[config.mk]
export PLATFORM = sky130hd
export DESIGN_NAME = pts_wrapper
export DESIGN_NICKNAME = d
export VERILOG_FILES = /design/src/rtl/pts_wrapper.sv
export SDC_FILE = /design/constraint.sdc
export NUM_CORES = 1
export LEC_CHECK = 0
export CORE_AREA = 3 3 205 207
export DETAILED_ROUTE_END_ITERATION = 8
export DIE_AREA = 0 0 208 210
export DONT_BUFFER_PORTS = 1
export PLACE_DENSITY = 0.79
export SYNTH_ARGS = -nofsm -noshare
export SYNTH_HDL_FRONTEND = slang
export SYNTH_SLANG_ARGS = --single-unit
export TNS_END_PERCENT = 1
[constraint.sdc]
create_clock -name clk -period 9.3 [get_ports clk]
set_input_delay 0.465 -clock clk [delete_from_list [all_inputs] [get_ports clk]]
set_output_delay 0.465 -clock clk [all_outputs]
set_load 0.05 [all_outputs]
[src/rtl/pts_wrapper.sv]
// Parallel-to-serial converter: captures a 32-word frame in one cycle and streams it out word by word.
// Optional macro PTS_STATUS_EN adds the data_valid output backed by a words-remaining counter.
module pts_wrapper #(
   parameter int WIDTH = 16,
   parameter int DEPTH = 32
) (
   input  logic             clk,
   input  logic             rst,
   input  logic             load_strobe,
   input  logic             out_strobe,
   input  logic [WIDTH-1:0] in1,
   input  logic [WIDTH-1:0] in2,
   input  logic [WIDTH-1:0] in3,
   input  logic [WIDTH-1:0] in4,
   input  logic [WIDTH-1:0] in5,
   input  logic [WIDTH-1:0] in6,
   input  logic [WIDTH-1:0] in7,
   input  logic [WIDTH-1:0] in8,
   input  logic [WIDTH-1:0] in9,
   input  logic [WIDTH-1:0] in10,
   input  logic [WIDTH-1:0] in11,
   input  logic [WIDTH-1:0] in12,
   input  logic [WIDTH-1:0] in13,
   input  logic [WIDTH-1:0] in14,
   input  logic [WIDTH-1:0] in15,
   input  logic [WIDTH-1:0] in16,
   input  logic [WIDTH-1:0] in17,
   input  logic [WIDTH-1:0] in18,
   input  logic [WIDTH-1:0] in19,
   input  logic [WIDTH-1:0] in20,
   input  logic [WIDTH-1:0] in21,
   input  logic [WIDTH-1:0] in22,
   input  logic [WIDTH-1:0] in23,
   input  logic [WIDTH-1:0] in24,
   input  logic [WIDTH-1:0] in25,
   input  logic [WIDTH-1:0] in26,
   input  logic [WIDTH-1:0] in27,
   input  logic [WIDTH-1:0] in28,
   input  logic [WIDTH-1:0] in29,
   input  logic [WIDTH-1:0] in30,
   input  logic [WIDTH-1:0] in31,
   input  logic [WIDTH-1:0] in32,
`ifdef PTS_STATUS_EN
   output logic             data_valid,
`endif
   output logic [WIDTH-1:0] serial_out
);

   logic [WIDTH-1:0] frame     [DEPTH];
   logic [WIDTH-1:0] shift_reg [DEPTH];

   assign frame[0]  = in1;
   assign frame[1]  = in2;
   assign frame[2]  = in3;
   assign frame[3]  = in4;
   assign frame[4]  = in5;
   assign frame[5]  = in6;
   assign frame[6]  = in7;
   assign frame[7]  = in8;
   assign frame[8]  = in9;
   assign frame[9]  = in10;
   assign frame[10] = in11;
   assign frame[11] = in12;
   assign frame[12] = in13;
   assign frame[13] = in14;
   assign frame[14] = in15;
   assign frame[15] = in16;
   assign frame[16] = in17;
   assign frame[17] = in18;
   assign frame[18] = in19;
   assign frame[19] = in20;
   assign frame[20] = in21;
   assign frame[21] = in22;
   assign frame[22] = in23;
   assign frame[23] = in24;
   assign frame[24] = in25;
   assign frame[25] = in26;
   assign frame[26] = in27;
   assign frame[27] = in28;
   assign frame[28] = in29;
   assign frame[29] = in30;
   assign frame[30] = in31;
   assign frame[31] = in32;

   // Load has priority over shift; zeros fill in behind the last word so over-reads return 0.
   always_ff @(posedge clk) begin
      if (rst) begin
         for (int i = 0; i < DEPTH; i++) shift_reg[i] <= '0;
      end else if (load_strobe) begin
         for (int i = 0; i < DEPTH; i++) shift_reg[i] <= frame[i];
      end else if (out_strobe) begin
         for (int i = 0; i < DEPTH - 1; i++) shift_reg[i] <= shift_reg[i+1];
         shift_reg[DEPTH-1] <= '0;
      end
   end

   assign serial_out = shift_reg[0];

`ifdef PTS_STATUS_EN
   localparam int CNT_W = $clog2(DEPTH) + 1;

   logic [CNT_W-1:0] cnt;

   always_ff @(posedge clk) begin
      if (rst) begin
         cnt <= '0;
      end else if (load_strobe) begin
         cnt <= CNT_W'(DEPTH);
      end else if (out_strobe && (cnt != '0)) begin
         cnt <= cnt - CNT_W'(1);
      end
   end

   assign data_valid = (cnt != '0);
`endif

endmodule

After elaboration in Yosys (flattened, before gate mapping)
Memories as Yosys holds them, arrays and structs flattened.
Cells that the tools add are included.
Widths: inputs -> output; s select.
{ "op_classes": {"n_reduce_logical": 0, "n_eq_ne": 0, "order_cmp": 0, "addsub": 0, "bitwise": 64, "n_shift": 0, "mul": 0, "div": 0, "n_mux": 73} }
{ "ops": {"columns": ["op", "count"], "rows": [
  ["$mux 16", 64],
  ["$or 1x1->1", 64],
  ["$mux 1", 9]
]} }
{ "word_totals": {"latch_bits": 0, "romBits": 0, "mem_bits_rw": 512, "mem_count": 1, "input_bits": 516, "register_bits": 0} }
{ "memory_table": {"columns": ["name", "depth", "word_bits", "rd", "rd_clocked_by_memory_dff", "write_ports", "line_no", "text"], "rows": [
  ["shift_reg", 32, 16, 32, 0, 32, "50", "logic [WIDTH-1:0] shift_reg [DEPTH];"]
]} }

Longest topological paths before layout
Gate-level depths: netlist of run 1.
{ "logic_depth": {"word_depth": 5, "depth_mapped": 6} }

Worst setup path after synthesis of run 1
OpenSTA, ideal clock, no wires.
{ "synth_timing": {"path_type": "in2reg", "from": "input out_strobe", "to": "memory shift_reg[10][0] (enable)", "arrival_ns": 6.210, "path_buffers": 4, "cell_stages": 5, "setup_ns": 0.615, "path_slack_ns": 2.476, "path_cell_list": "buf_6 -> buf_4 -> buf_6 -> buf_2 -> or3_1"} }
{ "synth_rtl": {"columns": ["element", "line_no", "text"], "rows": [
  ["from (decl)", "10", "input logic out_strobe,"],
  ["to (decl)", "50", null]
]} }

==> results of run 1 <==
[kinds of logic after synthesis]
group / Yosys count / synth area share [%]
flops: 512 / 62.7
mux: 16 / 0.660
simple gates: 469 / 16.1
compound gates: 496 / 15.9
buf+inv: 216 / 4.70
[metrics by stage]
stage	cell area, µm²	hold slack [ps]	setup WS, ps	total power, W
2_1_floorplan	24300	458	2480	0.00315
3_3_place_gp	23900	484	5930	0.00314
3_5_place_dp	23900	490	5860	0.00315
4_1_cts	25900	3.95	6500	0.00528
5_1_grt	26000	18.3	6170	0.00541
6_report	26000	44.1	5470	0.00525
[area by class of cell]
cell class                      instances  area, µm²
Antenna cell                           17       42.5
Timing Repair Buffer                   38        365
Multi-Input combinational cell        981       7940
Clock buffer                           64       1390
Tap cell                              532        666
Sequential cell                       512      15200
Fill cell                            2864      14600
Clock inverter                         36        358
[worst max-delay path by stage]
stage	startpoint	endpoint	slack (ps)	depth (start not counted)
after floorplan	out_strobe	shift_reg[10][0]	2480	5
after global placement	out_strobe	shift_reg[23][0]	5930	3
after detailed placement	out_strobe	shift_reg[23][0]	5860	3
after CTS	out_strobe	shift_reg[23][0]	6500	3
after global routing	out_strobe	shift_reg[25][1]	6170	4
final	out_strobe	shift_reg[25][3]	5470	4
[cells in the final DEF, fill, tap and decap left out, types with 9 or more instances in the layout]
cell type        n
nand2_1         15
o21ai_1        129
dlygate4sd3_1   27
dfxtp_1         16
o21ai_0         79
nand3b_1        31
buf_4           10
clkinv_2        12
nand2b_1       224
mux2i_1         16
edfxtp_1       496
clkinv_1        10
diode_2         17
a32o_1         273
clkbuf_16       53
clkbuf_1         9
a21oi_1         15
nand4bb_1      190
[worst max-delay path, delay by kind of cell]
| kind | cells | cell delay [ps] |
|---|---|---|
| AOI/OAI and AO/OA | 1 | 240 |
| and+or+nand+nor | 1 | 870 |
| buffers and inverters | 2 | 1610 |
[power by group through the flow]
stage	clock network, W	registers [W]	logic [W]
global placement	0	0.00287	0.000271
global route	0.00225	0.00284	0.000317
floorplan	0	0.00285	0.000297
CTS	0.00216	0.00283	0.000291
detailed placement	0	0.00287	0.000281
finish	0.00213	0.00283	0.000290
[per-layer routing]
| layer | vias up | GRT usage [%] | part of all wire, % | wire length (µm) |
|---|---|---|---|---|
| met5 | - | 0 | 0.16 | 101 |
| met4 | 16 | 12.0 | 3.3 | 2110 |
| met3 | 134 | 9.27 | 11 | 6840 |
| met2 | 798 | 44.4 | 50 | 32400 |
| met1 | 7495 | 35.0 | 36 | 23200 |
| li1 | 6738 | - | - | - |
==> summary.md, run 1 <==
| Metric | Value |
|---|---|
| Outcome | `finished with violations` |
| Failing checks | `slew limit` |
| Internal power | `0.00410 W` |
| Share of layout cells above drive strength 1 | `6.01%` |
| Root Buffer | `clkbuf_16` |
| Yosys top cell by area | `edfxtp_1` |
| Hold Startpoint | `in11[14]` |
| CTS Buffer Depth | `3` |
| Warnings from Yosys | `0` |
| Standard-cell row count | `74` |
| Core footprint | `40600 µm²` |
| CTS Hold Bufs | `27` |
| Worst path slowest cell | `buf_4` |
| Slew margin rel. | `-23.6%` |
| Reg2reg start | `shift_reg[23][15]` |
| Post-DP HPWL | `40900 µm` |
| Layout area overhead | `7.00%` |
| Starting density of the core | `59.8%` |
| Critical-path cell list | `nor2b_4 > buf_4 > buf_4 > o21ai_0` |
| Clock Latency Late Sink | `620 ps` |
| Via Count | `15181` |
| Vias/cell | `6.96` |
| Setup violations, final | `0` |
| Crit path DAT | `4140 ps` |
| Die height | `210 µm` |
| Worst Path Required | `9600 ps` |
| NetSw | `0.00116 W` |
| Worst R2R End | `shift_reg[22][15]` |
| CTS resizes | `0` |
| Worst reg2reg path depth | `2` |
| Reg2reg setup slack | `8270 ps` |
| Placed insts | `2036` |
| WHS Path Cells | `1` |
| Avg Inst Size Synth | `14.2 µm²` |
| Area contributors post-synth | `edfxtp_1, a32o_1, nand4bb_1, nand2b_1, o21ai_1` |
| CTS Sinks | `512` |
| Total Routing Usage GR | `27.8%` |
| DR iter-0 viols | `1974` |
| Post-synth cell types | `22` |
| First-pass GRT wire length | `91900 µm` |
| TNS Setup | `0 ps` |
| Peak supply drop | `0.000173 V` |
| Comb power frac | `5.5%` |
| Commonest cells post-synth | `edfxtp_1, a32o_1, nand2b_1` |
| Fmax | `261 MHz` |
| Die ar. | `43700 µm²` |
| Top FF cell, synth | `edfxtp_1` |
| Largest net degree at the start of global routing | `486` |
| Synthesized Nets | `2225` |
| Num CTS Buffers | `53` |
| Total Wirelength | `64600 µm` |
| Switching part of the total power | `22.0%` |
| Die outline width | `208 µm` |
| Max incr delay on CP | `880 ps` |
| Skew final | `32.6 ps` |
| Worst setup SP type | `input pin` |
| Sequential fraction of design power | `53.9%` |
| Net count reported at finish | `2102` |
| Synth top area share | `61.4%` |
| Yosys reg bits | `512` |
| Tcrit/Tclk final | `41.2%` |
| Power per cell area | `202 nW/µm²` |
| Setup bufs post-CTS | `0` |
| Worst Hold Class | `input pin to register` |
| GRT overflow | `0` |
| Most frequent cell after synthesis | `edfxtp_1` |
| CP max FO | `485` |
| Most Frequent Cell on Critical Path | `buf_4` |
| DRT Pass-1 Iters | `6` |
| Final Wtd Congestion | `0.881` |
| I/O pin count | `532` |
| CP Class | `input pin to register` |
| Synth Cell Area | `24300 µm²` |
| Final cell count without fillers | `2180` |
| Clock network power share | `40.6%` |
| Largest register FFs | `512` |
| CP endpoint kind | `register` |
| Maxcap violations | `0` |
| Worst-Margin Slew | `1850 ps` |
| CTS tree | `yes` |
| Synth Instances | `1709` |
| WHS Endpoint | `shift_reg[10][14]` |
| Drt wl/cell | `29.7 µm` |
| Post-DRT Antenna Nets | `0` |
| Final Max Tran Viols | `213` |
| Vias in the first global route | `14344` |
| Initial antenna violation count | `22` |
| Port Buffers | `0` |
| Final min period | `3830 ps` |
| Seq/Total Area, Yosys | `62.7%` |
| DRC | `0` |
| Number of flops mapped to enable cells by yosys | `496` |
| Worst-path clk slew | `60 ps` |
| Final core occ | `64.0%` |
| H-tree depth | `2` |
| Leak pwr | `8.77 nW` |
| Final hold vios | `0` |
| Fraction of registers with async set/reset | `0%` |
| RSZ-0062 raised after global routing | `no` |
(Power assumes the default switching activity.)
==> run 2, diff against run 1 <==
Clock period 9.3 ns to 3.7 ns, I/O delays scaled along.
==> run 2 against run 1 <==
Effect of this change:
- the run now fails in clock tree synthesis
- synthesized cell count stayed put
- area after synthesis is the same
==> summary.md, run 2 <==
| Metric | Value |
|---|---|
| Synth Instances | `1709 (unchanged)` |
| Synth top area share | `61.4% (unchanged)` |
| Warnings from Yosys | `0 (unchanged)` |
| CTS Buffer Depth | `3 (unchanged)` |
| Yosys top cell by area | `edfxtp_1` |
| Post-synth cell types | `22 (unchanged)` |
| H-tree depth | `2 (unchanged)` |
| Setup bufs post-CTS | `0 (unchanged)` |
| Seq/Total Area, Yosys | `62.7% (unchanged)` |
| Synth Cell Area | `24300 µm² (unchanged)` |
| Starting density of the core | `59.8% (unchanged)` |
| I/O pin count | `532 (unchanged)` |
| Commonest cells post-synth | `edfxtp_1, a32o_1, nand2b_1` |
| Standard-cell row count | `74 (unchanged)` |
| Run-stopping error | `[ERROR RSZ-0060] Max buffer count reached.` |
| Root Buffer | `clkbuf_16` |
| Post-DP HPWL | `40300 µm (-1.5%)` |
| Stopping stage | `clock tree synthesis` |
| CTS Sinks | `512 (unchanged)` |
| Most frequent cell after synthesis | `edfxtp_1` |
| Avg Inst Size Synth | `14.2 µm² (unchanged)` |
| Outcome | `did not finish` |
| Number of flops mapped to enable cells by yosys | `496 (unchanged)` |
| Top FF cell, synth | `edfxtp_1` |
| Synthesized Nets | `2225 (unchanged)` |
| Die height | `210 µm (unchanged)` |
| Yosys reg bits | `512 (unchanged)` |
| Area contributors post-synth | `edfxtp_1, a32o_1, nand4bb_1, nand2b_1, o21ai_1` |
| Final Wtd Congestion | `0.851 (-3.4%)` |
| Port Buffers | `0 (unchanged)` |
| Fraction of registers with async set/reset | `0% (unchanged)` |
| Die outline width | `208 µm (unchanged)` |
| CTS Hold Bufs | `427 (+1500%)` |
| CTS resizes | `0 (unchanged)` |
| Num CTS Buffers | `52 (-1.9%)` |
-- run 2: cell counts after synthesis --
Identical to the previous run, type by type.
-- run 2: logic make-up after synthesis --
group / share of synthesized area [%]
buffers and inverters: 4.70
flip-flops: 62.7
AO/OA/AOI/OAI: 15.9
multiplexers: 0.660
AND/OR/NAND/NOR: 16.1
-- run 2: metrics by stage --
step	util, %	setup slack [ps]	hold slack [ps]	cells	cell area [µm²]
detailed placement	59.3	1870	340	2040	24100
global placement	59.3	1870	337	2040	24100
floorplan	-	183	329	1709	24300
==> run 3, diff against run 2 <==
Settings changed: CORE_AREA 3 3 205 207 to unset, CORE_MARGIN set to 3, CORE_UTILIZATION set to 40, DIE_AREA 0 0 208 210 to unset, PLACE_DENSITY 0.79 to unset, PLACE_DENSITY_LB_ADDON set to 0.15.
==> run 3 against run 2 <==
Effect of this change:
- the run again fails in clock tree synthesis
- synthesized cell count stayed put
- area after synthesis stayed put
==> summary.md, run 3 <==
| Metric | Value |
|---|---|
| Area contributors post-synth | `edfxtp_1, a32o_1, nand4bb_1, nand2b_1, o21ai_1` |
| Commonest cells post-synth | `edfxtp_1, a32o_1, nand2b_1` |
| Synth Instances | `1709 (unchanged)` |
| Post-synth cell types | `22 (unchanged)` |
| Seq/Total Area, Yosys | `62.7% (unchanged)` |
| I/O pin count | `532 (unchanged)` |
| CTS Buffer Depth | `3 (unchanged)` |
| Synth top area share | `61.4% (unchanged)` |
| Warnings from Yosys | `0 (unchanged)` |
| Fraction of registers with async set/reset | `0% (unchanged)` |
| Starting density of the core | `40.7% (-19 points)` |
| Top FF cell, synth | `edfxtp_1` |
| Yosys reg bits | `512 (unchanged)` |
| Run-stopping error | `[ERROR RSZ-0060] Max buffer count reached.` |
| Num CTS Buffers | `58 (+12%)` |
| Die outline width | `252 µm (+21%)` |
| Avg Inst Size Synth | `14.2 µm² (unchanged)` |
| CTS Sinks | `512 (unchanged)` |
| Placed cell areas | `24400 µm² (+1.5%)` |
| CTS resizes | `0 (unchanged)` |
| Stopping stage | `clock tree synthesis` |
| Port Buffers | `0 (unchanged)` |
| Post-DP HPWL | `44200 µm (+9.7%)` |
| Synth Cell Area | `24300 µm² (unchanged)` |
| Most frequent cell after synthesis | `edfxtp_1` |
| Die height | `252 µm (+20%)` |
| Number of flops mapped to enable cells by yosys | `496 (unchanged)` |
| Synthesized Nets | `2225 (unchanged)` |
| Yosys top cell by area | `edfxtp_1` |
| Outcome | `did not finish` |
| Standard-cell row count | `89 (+20%)` |
| Final Wtd Congestion | `0.840 (-1.3%)` |
| Setup bufs post-CTS | `0 (unchanged)` |
| H-tree depth | `2 (unchanged)` |
| Root Buffer | `clkbuf_16` |
| CTS Hold Bufs | `480 (+12%)` |
==> run 3: cell counts after synthesis <==
No cell type changed its count.
==> run 3: through the flow <==
stage	setup WS [ps]	instances
floorplan	183	1709
global placement	1790	2285
detailed placement	1680	2285
==> run 3: kinds of logic after synthesis <==
| kind of cell | after synthesis | synth area share [%] |
|---|---|---|
| simple gates | 469 | 16.1 |
| flops | 512 | 62.7 |
| mux | 16 | 0.660 |
| buf+inv | 216 | 4.70 |
| compound gates | 496 | 15.9 |
